`config.mk`:
```
export PLATFORM = sky130hd
export DESIGN_NAME = bcd_to_bin_converter
export DESIGN_NICKNAME = d
export VERILOG_FILES = /design/src/rtl/bcd_to_bin_converter.sv
export SDC_FILE = /design/constraint.sdc
export NUM_CORES = 1
export LEC_CHECK = 0
export ABC_AREA = 1
export BUFFER_PORTS_ARGS = -buffer_cell sky130_fd_sc_hd__buf_2
export CORE_UTILIZATION = 50
export DETAILED_ROUTE_END_ITERATION = 7
export PLACE_DENSITY = 0.71
export SLEW_MARGIN = 5
export SYNTH_ARGS = -nofsm -noshare
export SYNTH_HDL_FRONTEND = slang
export SYNTH_SLANG_ARGS = --single-unit
export TNS_END_PERCENT = 5
```
`constraint.sdc`:
```
create_clock -name clk -period 3.1 [get_ports clk]
set_input_delay 0.155 -clock clk [delete_from_list [all_inputs] [get_ports clk]]
set_output_delay 0.155 -clock clk [all_outputs]
set_load 0.01 [all_outputs]
```
`src/rtl/bcd_to_bin_converter.sv`:
```
// Sequential BCD-to-binary converter, one digit per clock, MSD first.
// Ports: clk, rst_n, start, bcd_in -> busy, done (pulse), bin_out, err.
module bcd_to_bin_converter #(
   parameter int DIGITS = 4,
   parameter int BIN_W  = 14
) (
   input  logic                  clk,
   input  logic                  rst_n,
   input  logic                  start,
   input  logic [4*DIGITS-1:0]   bcd_in,
   output logic                  busy,
   output logic                  done,
   output logic [BIN_W-1:0]      bin_out,
   output logic                  err
);

   localparam int SW = 4 * DIGITS;
   localparam int CW = (DIGITS > 1) ? $clog2(DIGITS) : 1;

   typedef enum logic {
      IDLE,
      CONV
   } state_e;

   state_e            state_q, state_d;
   logic [SW-1:0]     sh_q, sh_d;
   logic [BIN_W-1:0]  acc_q, acc_d;
   logic [CW-1:0]     cnt_q, cnt_d;
   logic              err_acc_q, err_acc_d;
   logic              busy_q, busy_d;
   logic              done_q, done_d;
   logic [BIN_W-1:0]  bin_q, bin_d;
   logic              err_q, err_d;

   logic [3:0]        digit;
   logic [BIN_W-1:0]  acc_nxt;
   logic              err_nxt;

   always_comb begin
      digit     = sh_q[SW-1 -: 4];
      // acc*10 as two shifts and an add; wraps mod 2^BIN_W
      acc_nxt   = (acc_q << 3) + (acc_q << 1) + BIN_W'(digit);
      err_nxt   = err_acc_q | (digit > 4'd9);

      state_d   = state_q;
      sh_d      = sh_q;
      acc_d     = acc_q;
      cnt_d     = cnt_q;
      err_acc_d = err_acc_q;
      busy_d    = busy_q;
      done_d    = 1'b0;
      bin_d     = bin_q;
      err_d     = err_q;

      unique case (state_q)
         IDLE: begin
            if (start) begin
               sh_d      = bcd_in;
               acc_d     = '0;
               cnt_d     = '0;
               err_acc_d = 1'b0;
               busy_d    = 1'b1;
               state_d   = CONV;
            end
         end
         CONV: begin
            acc_d     = acc_nxt;
            err_acc_d = err_nxt;
            sh_d      = sh_q << 4;
            cnt_d     = cnt_q + 1'b1;
            if (cnt_q == CW'(DIGITS - 1)) begin
               bin_d   = acc_nxt;
               err_d   = err_nxt;
               done_d  = 1'b1;
               busy_d  = 1'b0;
               cnt_d   = '0;
               state_d = IDLE;
            end
         end
         default: begin
            state_d = IDLE;
            busy_d  = 1'b0;
         end
      endcase
   end

   always_ff @(posedge clk or negedge rst_n) begin
      if (!rst_n) begin
         state_q   <= IDLE;
         sh_q      <= '0;
         acc_q     <= '0;
         cnt_q     <= '0;
         err_acc_q <= 1'b0;
         busy_q    <= 1'b0;
         done_q    <= 1'b0;
         bin_q     <= '0;
         err_q     <= 1'b0;
      end else begin
         state_q   <= state_d;
         sh_q      <= sh_d;
         acc_q     <= acc_d;
         cnt_q     <= cnt_d;
         err_acc_q <= err_acc_d;
         busy_q    <= busy_d;
         done_q    <= done_d;
         bin_q     <= bin_d;
         err_q     <= err_d;
      end
   end

   assign busy    = busy_q;
   assign done    = done_q;
   assign bin_out = bin_q;
   assign err     = err_q;

endmodule

```
**Word level (Yosys, flattened, before mapping)**

Index checks and enable logic that the tools add are counted.

- Eq/ne operators: 3
- Reductions and logical operators: 2
- Bitwise logic cells: 2
- Muxes and demuxes: 17
- Order comparisons: 1
- $add $sub $neg: 3

Operators by type and width:

| operator | number |
|---|---|
| one-hot mux 16 bit (2 select lines) | 1 |
| one-hot mux 13 bit (2 select lines) | 1 |
| two-way mux 16 bit | 1 |
| adder 14 bit | 1 |
| adder 14 x 4 -> 14 bit | 1 |
| two-way mux 13 bit | 1 |
| two-way mux 1 bit | 7 |
| one-hot mux 1 bit (2 select lines) | 3 |
| greater-than comparator 4 bit, second input constant | 1 |
| two-way mux 2 bit | 2 |
| one-hot mux 2 bit (2 select lines) | 1 |
| AND reduction 2 bit | 2 |
| adder 2 x 1 -> 2 bit, second input constant | 1 |
| equality test 2 bit, second input constant | 1 |
| != test 2 x 1 -> 1 bit, second input constant | 1 |
| != test 2 bit, second input constant | 1 |
| NOT 1 bit | 1 |
| bitwise OR 1 bit | 1 |

- Output and inout port bits: 17
- Word-level logic and storage cells: 37
- Flip-flop bits (word level): 50

**Depth between registers and ports, before layout**

Gate-level depths: netlist of run 1.

- Depth after elaboration: 3
- Mapped depth: 13
- Depth with buffers taken out: 13

**Least setup slack after synthesis of run 1**

No wires, ideal clock.

- Path kind: reg-to-reg
- Start: register sh_q[15]
- End: register bin_q[7] (netlist: bin_out[7])
- Data required time: 2,983 ps
- Cell stages (with the launch flop): 12
- Library setup time: 117 ps
- Buffers on the path: 0
- Setup slack: 1,068 ps
- Data arrival time: 1,915 ps
- Clock period less this slack: 2,032 ps
- Cell sequence: dfrtp_1 inv_1 fa_1 inv_1 ha_1 nand3_1 nand3_2 nand2_1 nand2_1 or2_1 nand3_1 nand2_1

- Longest elaborated chain between the ends: 1

Ends and longest elaborated chain:

| item | line | source |
|---|---|---|
| start: declaration | 26 | `logic [SW-1:0] sh_q, sh_d;` |
| start signal: assignment | 90 | `sh_q <= '0;` |
| start signal: assignment | 100 | `sh_q <= sh_d;` |
| adder 14 x 4 -> 14 bit | 42 | `acc_nxt = (acc_q << 3) + (acc_q << 1) + BIN_W'(digit);` |
| end signal: assignment | 106 | `bin_q <= bin_d;` |
| end: declaration | 32 | `logic [BIN_W-1:0] bin_q, bin_d;` |

Every way passes these cells.
A chain may end at the register's enable or synchronous reset.

**Worst setup path after layout of run 1**

- Start: register acc_q[0]
- End: register acc_q[8]

- Longest elaborated chain between the ends: 3

Ends and longest elaborated chain:

| item | line | source |
|---|---|---|
| start: declaration | 27 | `logic [BIN_W-1:0] acc_q, acc_d;` |
| start signal: assignment | 91 | `acc_q <= '0;` |
| start signal: assignment | 101 | `acc_q <= acc_d;` |
| adder 14 bit | 42 |  |
| adder 14 x 4 -> 14 bit | 42 |  |
| one-hot mux 13 bit (2 select lines) | 55 | `unique case (state_q)` |

Every way passes these cells.

==> out/metrics.yaml, run 1 <==
synth_compound_area_frac: 0.0824
yosys.area.top_type: "dfrtp_1"
io_buffers: 35
syn2layout_area_growth_pct: 13.0
finClkSkew_ps: 7.21
ff2ff_setup_slack_ps: 920
track_usage: 0.218
yosysSeqAreaShare: 0.452
die_x_um: 76.4
synth_nets: 380
cp-end-kind: "flip-flop"
final_cells: 445
synth_top_area_share: 0.452
syn_area_per_cell_um2: 8.23
start_util: 0.531
ioPinCount: 36
numCtsBuffers: 5
via_per_inst: 4.99
leakage_nw: 1.70
synthMuxAreaShare: 0
arrival_ps: 2430
synth_fa_ha_area_frac: 0.119
fin_crit_ps: 2180
maxCapViolCount: 0
powerDensity_mw_per_mm2: 1170
globalRouteMet1Util: 0.277
synthXorXnorAreaFrac: 0.0127
postCtsSetupRepairBufs: 0
synth_ff_type: "dfrtp_1"
clock_sinks: 50
fin_tns_setup_ps: 0
die-area_mm2: 0.00583
synthArstFlopShare: 1.00
wl_per_cell_um: 13.0
synth_area_leaders: "dfrtp_1, nand2_1, ha_1"
combPwrFrac: 0.558
critical_path.startpoint: "acc_q[0]"
first_iter_violations: 92
synth_top_family_by_area: "simple AND/OR/NAND/NOR gates"
design_area_mm2: 0.00313
max_slew_margin: 0.397
cts-root-buf: "clkbuf_8"
grt_pass1_wl_um: 10000
pwr-share-clk: 0.131
p_seq_frac: 0.311
synthCells: 336
rr_startpoint: "acc_q[0]"
p_int_mw: 1.97
worst_pin_slew_ps: 904
r2r-end: "acc_q[8]"
power.total_mw: 3.65
dp.cells: 436
place_congestion: 0.836
die_h_um: 76.4
setup_viol: 0
post-route-worst-setup-slack_ps: 919
cp-start-kind: "flip-flop"
pre_cts_ws_ps: 928
placed_area_mm2: 0.00300
finalMaxSlewViolations: 0
ys_warn_count: 0
fmax_mhz: 458
cts_tree: "yes"
clk_path_buf_depth: 2
nNetsFinal: 418
min_path_type: "input port to flip-flop"
clk_latency_ps: 310
outcome: "finished clean"
hold_end: "sh_q[3]"
fillers: 469
irDropWorstVdd_v: 0.000423
grt_overflow_total: 0
multiInputGateArea_mm2: 0.00131
holdPathStages: 3
met2_usage: 0.374
met3_usage: 0.0419
grt_max_degree: 41
final_hold_viol_count: 0
switching_share: 0.460
whs_ps: 30.3
crit_type: "flip-flop to flip-flop"
final_core_util: 0.600
drcViolationCount: 0
ys_types: 33
grt-busiest-layer: "met2"
hpwl_um: 4160
antenna_found_initial: 0
crit_slowest_cell: "fa_1"
reg2reg_depth: 9
synthTopCellsByCount: "nand2_1, dfrtp_1, inv_1"
cpPeakStageDelay_ps: 520
register_area_mm2: 0.00125
path_cells: "inv_1 > fa_1 > fa_1 > nor2_2 > nor2_2 > o21ai_2 > or2_1 > nand3_1 > nand2_1"
clk_pin_slew_ps: 100
worst_ep_required_time_ps: 3350
grt_pass1_vias: 2185
rows: 26
synth_area_mm2: 0.00277
diodes: 0
synth_most_common_cell: "nand2_1"
ant_nets: 0
drive_gt1_frac: 0.163
vias: 2220
finalCritPeriodShare: 0.704
wl_um: 5790
switching_power_mw: 1.68
cp_max_fo: 3
synth-simple-area-share: 0.260
htree_levels: 2
cts_hold_buf: 1
synth_seq_cells: 50
fp.coreArea_mm2: 0.00520
cts_resized: 0
dr.pass1.iters: 4
hp-start: "bcd_in[3]"
synth_edf_count: 0
rsz0062_at_grt: "no"
-- state kept, by name (all words and copies together) (netlist names) --
name and flops:
sh_q 16, bin_out 14, acc_q 13, cnt_q 2, busy 1, done 1
err 1, err_acc_q 1, state_q 1
-- final cells by class --
class / count / area share
multi-input combinational: 236 / 0.419
sequential: 50 / 0.400
timing repair buffer: 39 / 0.0665
inverter: 42 / 0.0504
tap: 70 / 0.0280
clock buffer: 5 / 0.0220
clock inverter: 3 / 0.0140
-- power by group through the flow --
| stage | combinational (mW) | sequential [mW] | clock, mW |
|---|---|---|---|
| 6_report | 2.04 | 1.13 | 0.478 |
| 5_1_grt | 2.36 | 1.17 | 0.510 |
| 4_1_cts | 2.05 | 1.14 | 0.482 |
| 3_5_place_dp | 2.03 | 1.14 | 0 |
| 3_3_place_gp | 1.97 | 1.14 | 0 |
| 2_1_floorplan | 1.54 | 1.13 | 0 |
-- placed cells by master (no fill, tap or decap), types with 2 or more instances in the layout --
| cell | netlist | final |
|---|---|---|
| o22ai_1 | 2 | 2 |
| a21oi_1 | 5 | 5 |
| nand3b_1 | 2 | 2 |
| nand2_1 | 122 | 122 |
| or2_1 | 2 | 2 |
| o21ai_0 | 15 | 15 |
| xor2_1 | 3 | 3 |
| o21ai_2 | 2 | 2 |
| buf_2 | 5 | 35 |
| nand2_2 | 3 | 3 |
| nor2_1 | 10 | 10 |
| a22oi_1 | 2 | 2 |
| inv_2 | 3 | 3 |
| dfrtp_1 | 50 | 50 |
| nor2_2 | 4 | 4 |
| buf_4 | 1 | 3 |
| o211ai_1 | 4 | 4 |
| inv_1 | 38 | 38 |
| ha_1 | 23 | 23 |
| o221ai_1 | 3 | 3 |
| fa_1 | 2 | 2 |
| nand3_1 | 21 | 21 |
| o21ai_1 | 2 | 2 |
| clkbuf_8 | 0 | 5 |
| nand4_1 | 3 | 3 |
-- how the worst max path moves through the flow --
stage / end / slack [ps] / depth (start not counted)
4_1_cts: acc_q[7] / 910 / 11
6_report: acc_q[8] / 920 / 9
2_1_floorplan: bin_out[7] / 1070 / 11
3_5_place_dp: acc_q[7] / 930 / 11
5_1_grt: acc_q[10] / 790 / 9
3_3_place_gp: acc_q[7] / 980 / 11
-- critical path: cells and delay by family (launching register included) --
kind	cells	cell delay (ps)
AOI/OAI and AO/OA	1	110
DFF	1	400
buffers and inverters	1	100
and+or+nand+nor	5	520
adders and majority gates	2	990
-- layer usage --
layer  up-vias  wire (µm)
met1      1026       2760
met2        40       2770
met4         0         82
li1       1147          -
met3         7        180
met5         -          0
-- logic make-up (layout without fill, tap and decap cells) --
kind of cell / count (synthesis) / in the layout
adder cells (fa/ha/maj): 25 / 25
buffers and inverters: 50 / 89
AO/OA/AOI/OAI: 37 / 37
flip-flops: 50 / 50
XOR/XNOR: 4 / 4
AND/OR/NAND/NOR: 170 / 170
(Power assumes the default switching activity.)
==> run 2: changes to the inputs <==
--- a/config.mk
+++ b/config.mk
@@ -9,7 +9,7 @@
 export BUFFER_PORTS_ARGS = -buffer_cell sky130_fd_sc_hd__buf_2
 export CORE_UTILIZATION = 50
 export DETAILED_ROUTE_END_ITERATION = 7
-export PLACE_DENSITY = 0.71
+export PLACE_DENSITY = 0.73
 export SLEW_MARGIN = 5
 export SYNTH_ARGS = -nofsm -noshare
 export SYNTH_HDL_FRONTEND = slang
==> constraint.sdc (replaced) <==
create_clock -name clk -period 2 [get_ports clk]
set_input_delay 0.1 -clock clk [delete_from_list [all_inputs] [get_ports clk]]
set_output_delay 0.1 -clock clk [all_outputs]
set_load 0.01 [all_outputs]
==> run 2 against run 1 <==
Effect of this change: largest power group unchanged; the run now ends with negative setup slack left; clock power grew 24%; maximum frequency grew 6.6%; largest cell class unchanged; global-route usage rose by 1.7 points; count of clock-buffer cells in the layout stayed put; flip-flop and latch count stayed put.
==> out/metrics.yaml, run 2 (synthesis gave the netlist of run 1 again) <==
worst_pin_slew_ps: 588
grt_pass1_wl_um: 10800
cp_max_fo: 3
fmax_mhz: 489
finalCritPeriodShare: 1.02
ioPinCount: 36
holdPathStages: 3
rows: 26
crit_type: "flip-flop to flip-flop"
fillers: 422
min_path_type: "input port to flip-flop"
drcViolationCount: 0
grt_pass1_vias: 2425
vias: 2377
wl_um: 6220
via_per_inst: 5.05
cts_tree: "yes"
clk_pin_slew_ps: 100
hp-start: "bcd_in[1]"
clk_path_buf_depth: 2
first_iter_violations: 99
worst_ep_required_time_ps: 2260
multiInputGateArea_mm2: 0.00143
cp-end-kind: "flip-flop"
power.total_mw: 6.11
layout_commonest_cell: "nand2_1"
grt_overflow_total: 0
leakage_nw: 1.82
fin_tns_setup_ps: -338
reg2reg_depth: 10
whs_ps: 0.413
die_x_um: 76.4
io_buffers: 35
track_usage: 0.235
powerDensity_mw_per_mm2: 1770
max_slew_margin: 0.608
numCtsBuffers: 5
grt_max_degree: 29
placed_area_mm2: 0.00311
cp-start-kind: "flip-flop"
final_cells: 471
ant_nets: 0
place_congestion: 0.810
die_h_um: 76.4
syn2layout_area_growth_pct: 25.1
finClkSkew_ps: 7.61
start_util: 0.531
die-area_mm2: 0.00583
wl_per_cell_um: 13.2
dp.cells: 449
fp.coreArea_mm2: 0.00520
post-route-worst-setup-slack_ps: -45.9
layout_common_cells: "nand2_1, dfrtp_1, buf_2"
rsz0062_at_grt: "yes"
cts-root-buf: "clkbuf_8"
diodes: 0
fin_crit_ps: 2050
hpwl_um: 4400
design_area_mm2: 0.00346
htree_levels: 2
setup_viol: 12
dr.pass1.iters: 4
finalMaxSlewViolations: 0
rr_startpoint: "sh_q[14]"
clock_sinks: 50
nNetsFinal: 445
irDropWorstVdd_v: 0.000784
register_area_mm2: 0.00125
top_register: "sh_q"
critical_path.startpoint: "sh_q[14]"
clk_latency_ps: 310
final_hold_viol_count: 0
arrival_ps: 2300
drive_gt1_frac: 0.239
outcome: "finished with violations"
maxCapViolCount: 0
pre_cts_ws_ps: -136
largest_register_ffs: 16
antenna_found_initial: 0
final_core_util: 0.665
violations: "negative setup slack"
[run 2: changes by cell type in the layout (fill, tap and decap cells not counted), sizes merged]
| cell | change |
|---|---|
| clkinv | -1 |
| clkinvlp | +2 |
| inv | -1 |
| buf | +17 |
| dlygate4sd3 | +10 |
| bufinv | -1 |
[run 2: final cells by class]
class                      count  share of cell area
tap                           70              0.0253
multi-input combinational    236               0.413
clock buffer                   5              0.0199
clock inverter                 2             0.00434
sequential                    50               0.362
timing repair buffer          66               0.131
inverter                      42              0.0456
[run 2: metal layers]
layer,up-vias,track usage,wire length (µm)
li1,1207,-,-
met1,1116,0.300,2810
met2,46,0.405,3110
met3,8,0.0527,235
met4,0,0.0577,70
met5,-,0,0
[run 2: worst paths after layout]
check / end / slack [ps]
worst max-delay path: acc_q[8] / -50
worst max register to register: acc_q[8] / -50
min in group asynchronous: acc_q[1] / 320
worst min register to register: bin_out[10] / 480
max in group asynchronous: cnt_q[1] / 1130
worst min-delay path: sh_q[1] / 0.4
[run 2: critical path: stages (launching register included)]
cell and delay [ps]:
dfrtp_1 410, ha_1 290, ha_1 180, inv_1 80, fa_2 430, nor2_4 140, nor2_4 60, o21ai_2 120
or2_1 140, nand3_1 70, nand2_1 80
[run 2: where the power goes]
group / total, mW / switching, mW / internal [mW]
sequential: 1.75 / 0.287 / 1.46
combinational: 3.77 / 2.19 / 1.58
clock: 0.595 / 0.355 / 0.240
[run 2: repair_timing]
action	in CTS	in global routing
gates cloned	0	0
hold endpoints to repair	32	0
pin swaps	8	9
setup buffers	3	1
endpoints found under the setup margin	19	19
hold buffers	11	0
gates resized for setup	8	20
